[src/rtl/cpu_pkg.sv]
// Shared CPU definitions used by the writeback path.
//   REG_ADDR_W : register file address width
//   DATA_W     : register file data width
//   wb_entry_t : one queued mul/div writeback {rd, data, killed}
package cpu_pkg;

  localparam int REG_ADDR_W = 5;
  localparam int DATA_W     = 32;

  typedef struct packed {
    logic [REG_ADDR_W-1:0] rd;
    logic [DATA_W-1:0]     data;
    logic                  killed;  // a newer pipeline write made this result stale
  } wb_entry_t;

endpackage

[src/rtl/wb_result_fifo.sv]
// Small result FIFO for mul/div writebacks, with per-entry kill bits.
// Ports:
//   clk, rst              clock, asynchronous active-high reset
//   push, push_rd/data    store a new entry at the tail (caller guarantees not full)
//   kill_en, kill_rd      mark every queued entry (and a same-cycle push) with rd == kill_rd killed
//   pop                   drop the head entry (caller guarantees not empty)
//   head                  current head entry
//   count, empty          registered occupancy
//   q_rs, q_rt            hazard query registers
//   rs_pending/rt_pending a live (valid, not killed) entry targets the query register
module wb_result_fifo
  import cpu_pkg::*;
#(
  parameter int DEPTH = 4,
  parameter int AW    = 2
) (
  input  logic                  clk,
  input  logic                  rst,
  input  logic                  push,
  input  logic [REG_ADDR_W-1:0] push_rd,
  input  logic [DATA_W-1:0]     push_data,
  input  logic                  kill_en,
  input  logic [REG_ADDR_W-1:0] kill_rd,
  input  logic                  pop,
  output wb_entry_t             head,
  output logic [AW:0]           count,
  output logic                  empty,
  input  logic [REG_ADDR_W-1:0] q_rs,
  input  logic [REG_ADDR_W-1:0] q_rt,
  output logic                  rs_pending,
  output logic                  rt_pending
);

  wb_entry_t         entries_q [DEPTH];
  wb_entry_t         entries_d [DEPTH];
  logic [DEPTH-1:0]  valid_q, valid_d;
  logic [AW-1:0]     wr_ptr_q, wr_ptr_d;
  logic [AW-1:0]     rd_ptr_q, rd_ptr_d;
  logic [AW:0]       count_q, count_d;
  logic              rs_hit, rt_hit;

  always_comb begin
    entries_d = entries_q;
    valid_d   = valid_q;
    wr_ptr_d  = wr_ptr_q;
    rd_ptr_d  = rd_ptr_q;
    count_d   = count_q;

    // Kill first so a same-cycle push is not overwritten by the scan.
    if (kill_en) begin
      for (int i = 0; i < DEPTH; i++) begin
        if (valid_q[i] && (entries_q[i].rd == kill_rd)) begin
          entries_d[i].killed = 1'b1;
        end
      end
    end

    if (pop) begin
      valid_d[rd_ptr_q] = 1'b0;
      rd_ptr_d          = rd_ptr_q + AW'(1);
    end

    // The pipeline result is always newer than anything arriving from mul/div.
    if (push) begin
      entries_d[wr_ptr_q].rd     = push_rd;
      entries_d[wr_ptr_q].data   = push_data;
      entries_d[wr_ptr_q].killed = kill_en && (push_rd == kill_rd);
      valid_d[wr_ptr_q]          = 1'b1;
      wr_ptr_d                   = wr_ptr_q + AW'(1);
    end

    case ({push, pop})
      2'b10:   count_d = count_q + (AW+1)'(1);
      2'b01:   count_d = count_q - (AW+1)'(1);
      default: count_d = count_q;
    endcase
  end

  always_ff @(posedge clk or posedge rst) begin
    if (rst) begin
      entries_q <= '{default: '0};
      valid_q   <= '0;
      wr_ptr_q  <= '0;
      rd_ptr_q  <= '0;
      count_q   <= '0;
    end else begin
      entries_q <= entries_d;
      valid_q   <= valid_d;
      wr_ptr_q  <= wr_ptr_d;
      rd_ptr_q  <= rd_ptr_d;
      count_q   <= count_d;
    end
  end

  // Pending looks only at registered state: an entry popped this cycle still reports.
  always_comb begin
    rs_hit = 1'b0;
    rt_hit = 1'b0;
    for (int i = 0; i < DEPTH; i++) begin
      if (valid_q[i] && !entries_q[i].killed && (entries_q[i].rd == q_rs)) rs_hit = 1'b1;
      if (valid_q[i] && !entries_q[i].killed && (entries_q[i].rd == q_rt)) rt_hit = 1'b1;
    end
  end

  assign rs_pending = (q_rs != '0) && rs_hit;
  assign rt_pending = (q_rt != '0) && rt_hit;
  assign head       = entries_q[rd_ptr_q];
  assign count      = count_q;
  assign empty      = (count_q == '0);

endmodule

[src/rtl/wb_arbiter.sv]
// Writeback arbiter feeding the register file write port.
// Merges the single-cycle pipeline result (no backpressure, always wins) with
// mul/div results buffered in wb_result_fifo and drained in idle cycles.
// Ports:
//   clk, rst                          clock, asynchronous active-high reset
//   pipe_valid/pipe_rd/pipe_data      pipeline result, always accepted
//   md_valid/md_rd/md_data/md_ready   mul/div result handshake
//   q_rs/q_rt, rs_pending/rt_pending  hazard query
//   RFWr/A3/WD                        registered register-file write port
//   work                              RFWr | rst, lets the RF clear itself on reset
//   q_count                           FIFO occupancy
//
// Handshake: a mul/div result transfers on a cycle where md_valid && md_ready.
// md_ready depends only on registered occupancy, so a full FIFO refuses even in
// a cycle where it pops. A transfer with md_rd == 0 completes but is dropped.
module wb_arbiter
  import cpu_pkg::*;
#(
  parameter int DEPTH = 4,
  parameter int AW    = 2
) (
  input  logic        clk,
  input  logic        rst,
  input  logic        pipe_valid,
  input  logic [4:0]  pipe_rd,
  input  logic [31:0] pipe_data,
  input  logic        md_valid,
  input  logic [4:0]  md_rd,
  input  logic [31:0] md_data,
  output logic        md_ready,
  input  logic [4:0]  q_rs,
  input  logic [4:0]  q_rt,
  output logic        rs_pending,
  output logic        rt_pending,
  output logic        RFWr,
  output logic [4:0]  A3,
  output logic [31:0] WD,
  output logic        work,
  output logic [AW:0] q_count
);

  logic        pipe_wr;
  logic        push;
  logic        pop;
  logic        empty;
  logic [AW:0] count;
  wb_entry_t   head;

  logic        rf_wr_q, rf_wr_d;
  logic [4:0]  a3_q, a3_d;
  logic [31:0] wd_q, wd_d;

  // A pipeline write to r0 is treated as an idle slot so the FIFO can drain.
  assign pipe_wr  = pipe_valid && (pipe_rd != '0);
  assign md_ready = (count < (AW+1)'(DEPTH));
  assign push     = md_valid && md_ready && (md_rd != '0);
  assign pop      = !pipe_wr && !empty;

  wb_result_fifo #(.DEPTH(DEPTH), .AW(AW)) u_fifo (
    .clk        (clk),
    .rst        (rst),
    .push       (push),
    .push_rd    (md_rd),
    .push_data  (md_data),
    .kill_en    (pipe_wr),
    .kill_rd    (pipe_rd),
    .pop        (pop),
    .head       (head),
    .count      (count),
    .empty      (empty),
    .q_rs       (q_rs),
    .q_rt       (q_rt),
    .rs_pending (rs_pending),
    .rt_pending (rt_pending)
  );

  // A killed head is consumed silently; address/data hold like an idle cycle.
  always_comb begin
    rf_wr_d = 1'b0;
    a3_d    = a3_q;
    wd_d    = wd_q;
    if (pipe_wr) begin
      rf_wr_d = 1'b1;
      a3_d    = pipe_rd;
      wd_d    = pipe_data;
    end else if (pop && !head.killed) begin
      rf_wr_d = 1'b1;
      a3_d    = head.rd;
      wd_d    = head.data;
    end
  end

  always_ff @(posedge clk or posedge rst) begin
    if (rst) begin
      rf_wr_q <= 1'b0;
      a3_q    <= '0;
      wd_q    <= '0;
    end else begin
      rf_wr_q <= rf_wr_d;
      a3_q    <= a3_d;
      wd_q    <= wd_d;
    end
  end

  assign RFWr    = rf_wr_q;
  assign A3      = a3_q;
  assign WD      = wd_q;
  assign work    = rf_wr_q | rst;
  assign q_count = count;

endmodule

[config.mk]
export PLATFORM = sky130hd
export DESIGN_NAME = wb_arbiter
export DESIGN_NICKNAME = d
export VERILOG_FILES = /design/src/rtl/cpu_pkg.sv /design/src/rtl/wb_result_fifo.sv /design/src/rtl/wb_arbiter.sv
export SDC_FILE = /design/constraint.sdc
export NUM_CORES = 1
export LEC_CHECK = 0
export BUFFER_PORTS_ARGS = -buffer_cell sky130_fd_sc_hd__buf_2
export CORE_MARGIN = 2
export CORE_UTILIZATION = 35
export DETAILED_ROUTE_END_ITERATION = 7
export GPL_TIMING_DRIVEN = 0
export PLACE_DENSITY = 0.51
export SETUP_SLACK_MARGIN = 0.2
export SYNTH_ARGS = -nofsm -noshare
export SYNTH_HDL_FRONTEND = slang
export SYNTH_HIERARCHICAL = 1
export SYNTH_SLANG_ARGS = --single-unit
[constraint.sdc]
create_clock -name clk -period 6.8 [get_ports clk]
set_clock_uncertainty 0.1 [all_clocks]
set_input_delay 1.36 -clock clk [delete_from_list [all_inputs] [get_ports clk]]
set_output_delay 1.36 -clock clk [all_outputs]
set_load 0.005 [all_outputs]
==> metrics.md <==
| Metric | Value |
|---|---|
| Outcome | `finished clean` |
| Setup repair bufs after CTS | `0` |
| Mapped Nets | `776` |
| CTS Buf Count | `24` |
| Mean Syn Cell Area | `14.7 µm²` |
| Syn-to-layout area delta | `19.0%` |
| Crit path launch type | `input port` |
| Slew of the pin with the lowest slew margin | `0.898 ns` |
| Vias per cell | `4.98` |
| Largest net degree at the start of global routing | `101` |
| Crit path to | `u_fifo/count[2]` |
| Slew headroom | `40.1%` |
| Overall Global Routing Usage | `17.7%` |
| CP endpoint kind | `flip-flop` |
| Flop-to-flop setup slack | `3.19 ns` |
| Pwr Density | `492 nW/µm²` |
| Final setup viols | `0` |
| Max-slew violation count | `0` |
| Cells after DPL | `1180` |
| Setup WS post-layout | `2.81 ns` |
| Congestion Overflow GR | `0` |
| Tmin final | `3.99 ns` |
| Fin. Hold Viols | `0` |
| Global-route wire length before repair | `40.7 mm` |
| Core ar. | `27900 µm²` |
| Mapped Cells | `678` |
| Final #Nets | `926` |
| Iter 0 DRT Violations | `265` |
| Detailed Place HPWL | `18.3 mm` |
| Worst setup path category | `input port to flip-flop` |
| Final ANT Viol Nets | `0` |
| Die Width | `173 µm` |
| Critical Path Start | `pipe_rd[0]` |
| Routed len/inst | `21.4 µm` |
| Leading cell type in the layout, fill and taps excluded | `mux2_2` |
| Post-CTS Hold Fix Bufs | `0` |
| Share of layout cells above drive strength 1 | `54.6%` |
| CP max FO | `11` |
| Root Driver | `clkbuf_16` |
| Slowest-stage cell, CP | `or4_4` |
| Tcrit/Tclk final | `58.7%` |
| Clk buf depth | `3` |
| Worst path required time | `7.13 ns` |
| R2r worst-path depth | `7` |
| Crit Reg-Reg Endpoint | `WD[9]` |
| Synth Warn # | `6` |
| FMAX | `0.251 GHz` |
| Post-synth top area share | `50.4%` |
| Initial DRT Pass Iterations | `4` |
| Largest cells by area after synthesis | `dfrtp_1 (50%), mux2_2 (24%), mux4_2 (8.6%)` |
| Total of max-cap violations | `0` |
| Routed vias | `6090` |
| Area of the die | `29900 µm²` |
| # clock sinks | `201` |
| Critical-path cell list | `buf_2 -> or4_4 -> o21ai_4 -> buf_6 -> inv_2 -> nor2_1 -> ha_1 -> inv_1 -> fa_1 -> xor2_1 -> nor2_1 -> xor2_1` |
| Post-route insts no fill | `1223` |
| Lkg Pwr | `5.27 nW` |
| Final Util | `42.5%` |
| Initial antenna violation count | `3` |
| CTS tree | `built` |
| Distinct cells, synth | `35` |
| Worst EP arrival | `4.33 ns` |
| PortBufs | `122` |
| Chip height | `173 µm` |
| Clk slew on worst S/H paths | `0.05 ns` |
| Post_cts resized | `0` |
| HP Class | `flip-flop to flip-flop` |
| DRC violations left | `0` |
| Synth Register Bits | `201` |
| Clk_lat worst skew | `0.51 ns` |
| Reg2reg start | `u_fifo/rd_ptr_q[1]` |
| Cell Rows | `61` |
| Routed wire length | `26.1 mm` |
| Most frequent cells in the layout | `mux2_2 (210), dfrtp_1 (201), buf_2 (140)` |
| Fillcell total | `2642` |
| Initial core utilization | `35.7%` |
| Max VDD drop | `0.219 mV` |
| Cell Area, Synth | `9980 µm²` |
| CP max stage delay | `0.55 ns` |
| RSZ-0062 raised after global routing | `false` |
| Pre-CTS setup slack | `2.28 ns` |
| Synth area leader | `dfrtp_1` |
| Vias in the first global route | `6796` |
| Routability cong. | `0.844` |
| Post-synthesis sequential area ratio | `50.4%` |
| CTS H-tree lvls | `1` |
| IO Pins | `133` |
-- kinds of logic after synthesis --
family | share of synthesized area [%]
mux | 33.5
flops | 50.4
buf+inv | 4.15
fa+ha+maj | 1.33
xor+xnor | 6.14
compound gates | 1.12
simple gates | 3.37
-- cell usage after synthesis --
cell type and count:
inv_2 1, nor4_1 6, nor4_2 1, nand2b_1 4, inv_1 11, clkbuf_1 3, nor2_1 4, buf_4 8
or3_1 1, mux2i_1 10, xor2_1 32, dfrtp_1 201, mux2_1 2, mux2_2 210, o21ai_4 1, buf_2 18
mux4_2 38, or2_2 1, nor2_2 1, nand4_1 8, a41oi_1 4, ha_1 9, xnor2_1 38, a21oi_1 2
or4_4 1, nor3_1 11, nand3_1 1, buf_6 16, nand2_4 2, nand2_2 2, o21ai_0 8, o311a_1 1
nand2_1 19, clkbuf_8 2, fa_1 1
-- worst min path at each step --
stage / cells past startpoint / start / slack, ns / to
after global routing: 1 / flip-flop / 0.41 / flip-flop
after floorplan: 1 / flip-flop / 0.36 / flip-flop
after global placement: 1 / flip-flop / 0.37 / flip-flop
final: 1 / flip-flop / 0.39 / flip-flop
after CTS: 1 / flip-flop / 0.39 / flip-flop
after detailed placement: 1 / flip-flop / 0.38 / flip-flop
-- stage by stage --
| stage | hold slack (ns) | power [mW] | cell area (µm²) | setup TNS (ns) |
|---|---|---|---|---|
| 2_1_floorplan | 0.359 | 3.90 | 9980 | 0 |
| 3_3_place_gp | 0.370 | 4.54 | 11100 | -105.96 |
| 3_5_place_dp | 0.380 | 4.67 | 11100 | 0 |
| 4_1_cts | 0.393 | 5.93 | 11900 | 0 |
| 5_1_grt | 0.408 | 6.23 | 11900 | 0 |
| 6_report | 0.388 | 5.84 | 11900 | 0 |
-- where the power goes --
part	internal, mW	switching [mW]	leakage (nW)
registers	1.80	0.436	2.41
logic	1.42	0.959	2.48
clock network	0.752	0.475	0.373
-- final cells by class --
class                           instances  area (µm²)  share of cell area [%]
Antenna cell                            1        2.50                  0.0211
Buffer                                 47         369                    3.11
Clock buffer                           38         714                    6.01
Clock inverter                          4        45.0                   0.379
Inverter                               12        50.0                   0.421
Multi-Input combinational cell        418        4540                    38.2
Sequential cell                       201        5030                    42.3
Tap cell                              378         473                    3.98
Timing Repair Buffer                  124         658                    5.54
-- metal layers --
layer | vias to the layer above | share of wire, % | GRT usage [%]
li1 | 2740 | - | -
met5 | - | 0.057 | 0
met4 | 4 | 2.0 | 4.03
met2 | 146 | 50 | 30.8
met1 | 3159 | 43 | 23.1
met3 | 41 | 4.8 | 3.08
-- critical path, delay by kind of cell --
family,cells,cell delay [ns]
AND/OR/NAND/NOR,3,0.97
AO/OA/AOI/OAI,1,0.46
adder cells (fa/ha/maj),2,0.64
buffers and inverters,4,0.60
XOR/XNOR,2,0.29
Power figures use the tool's default switching activity.
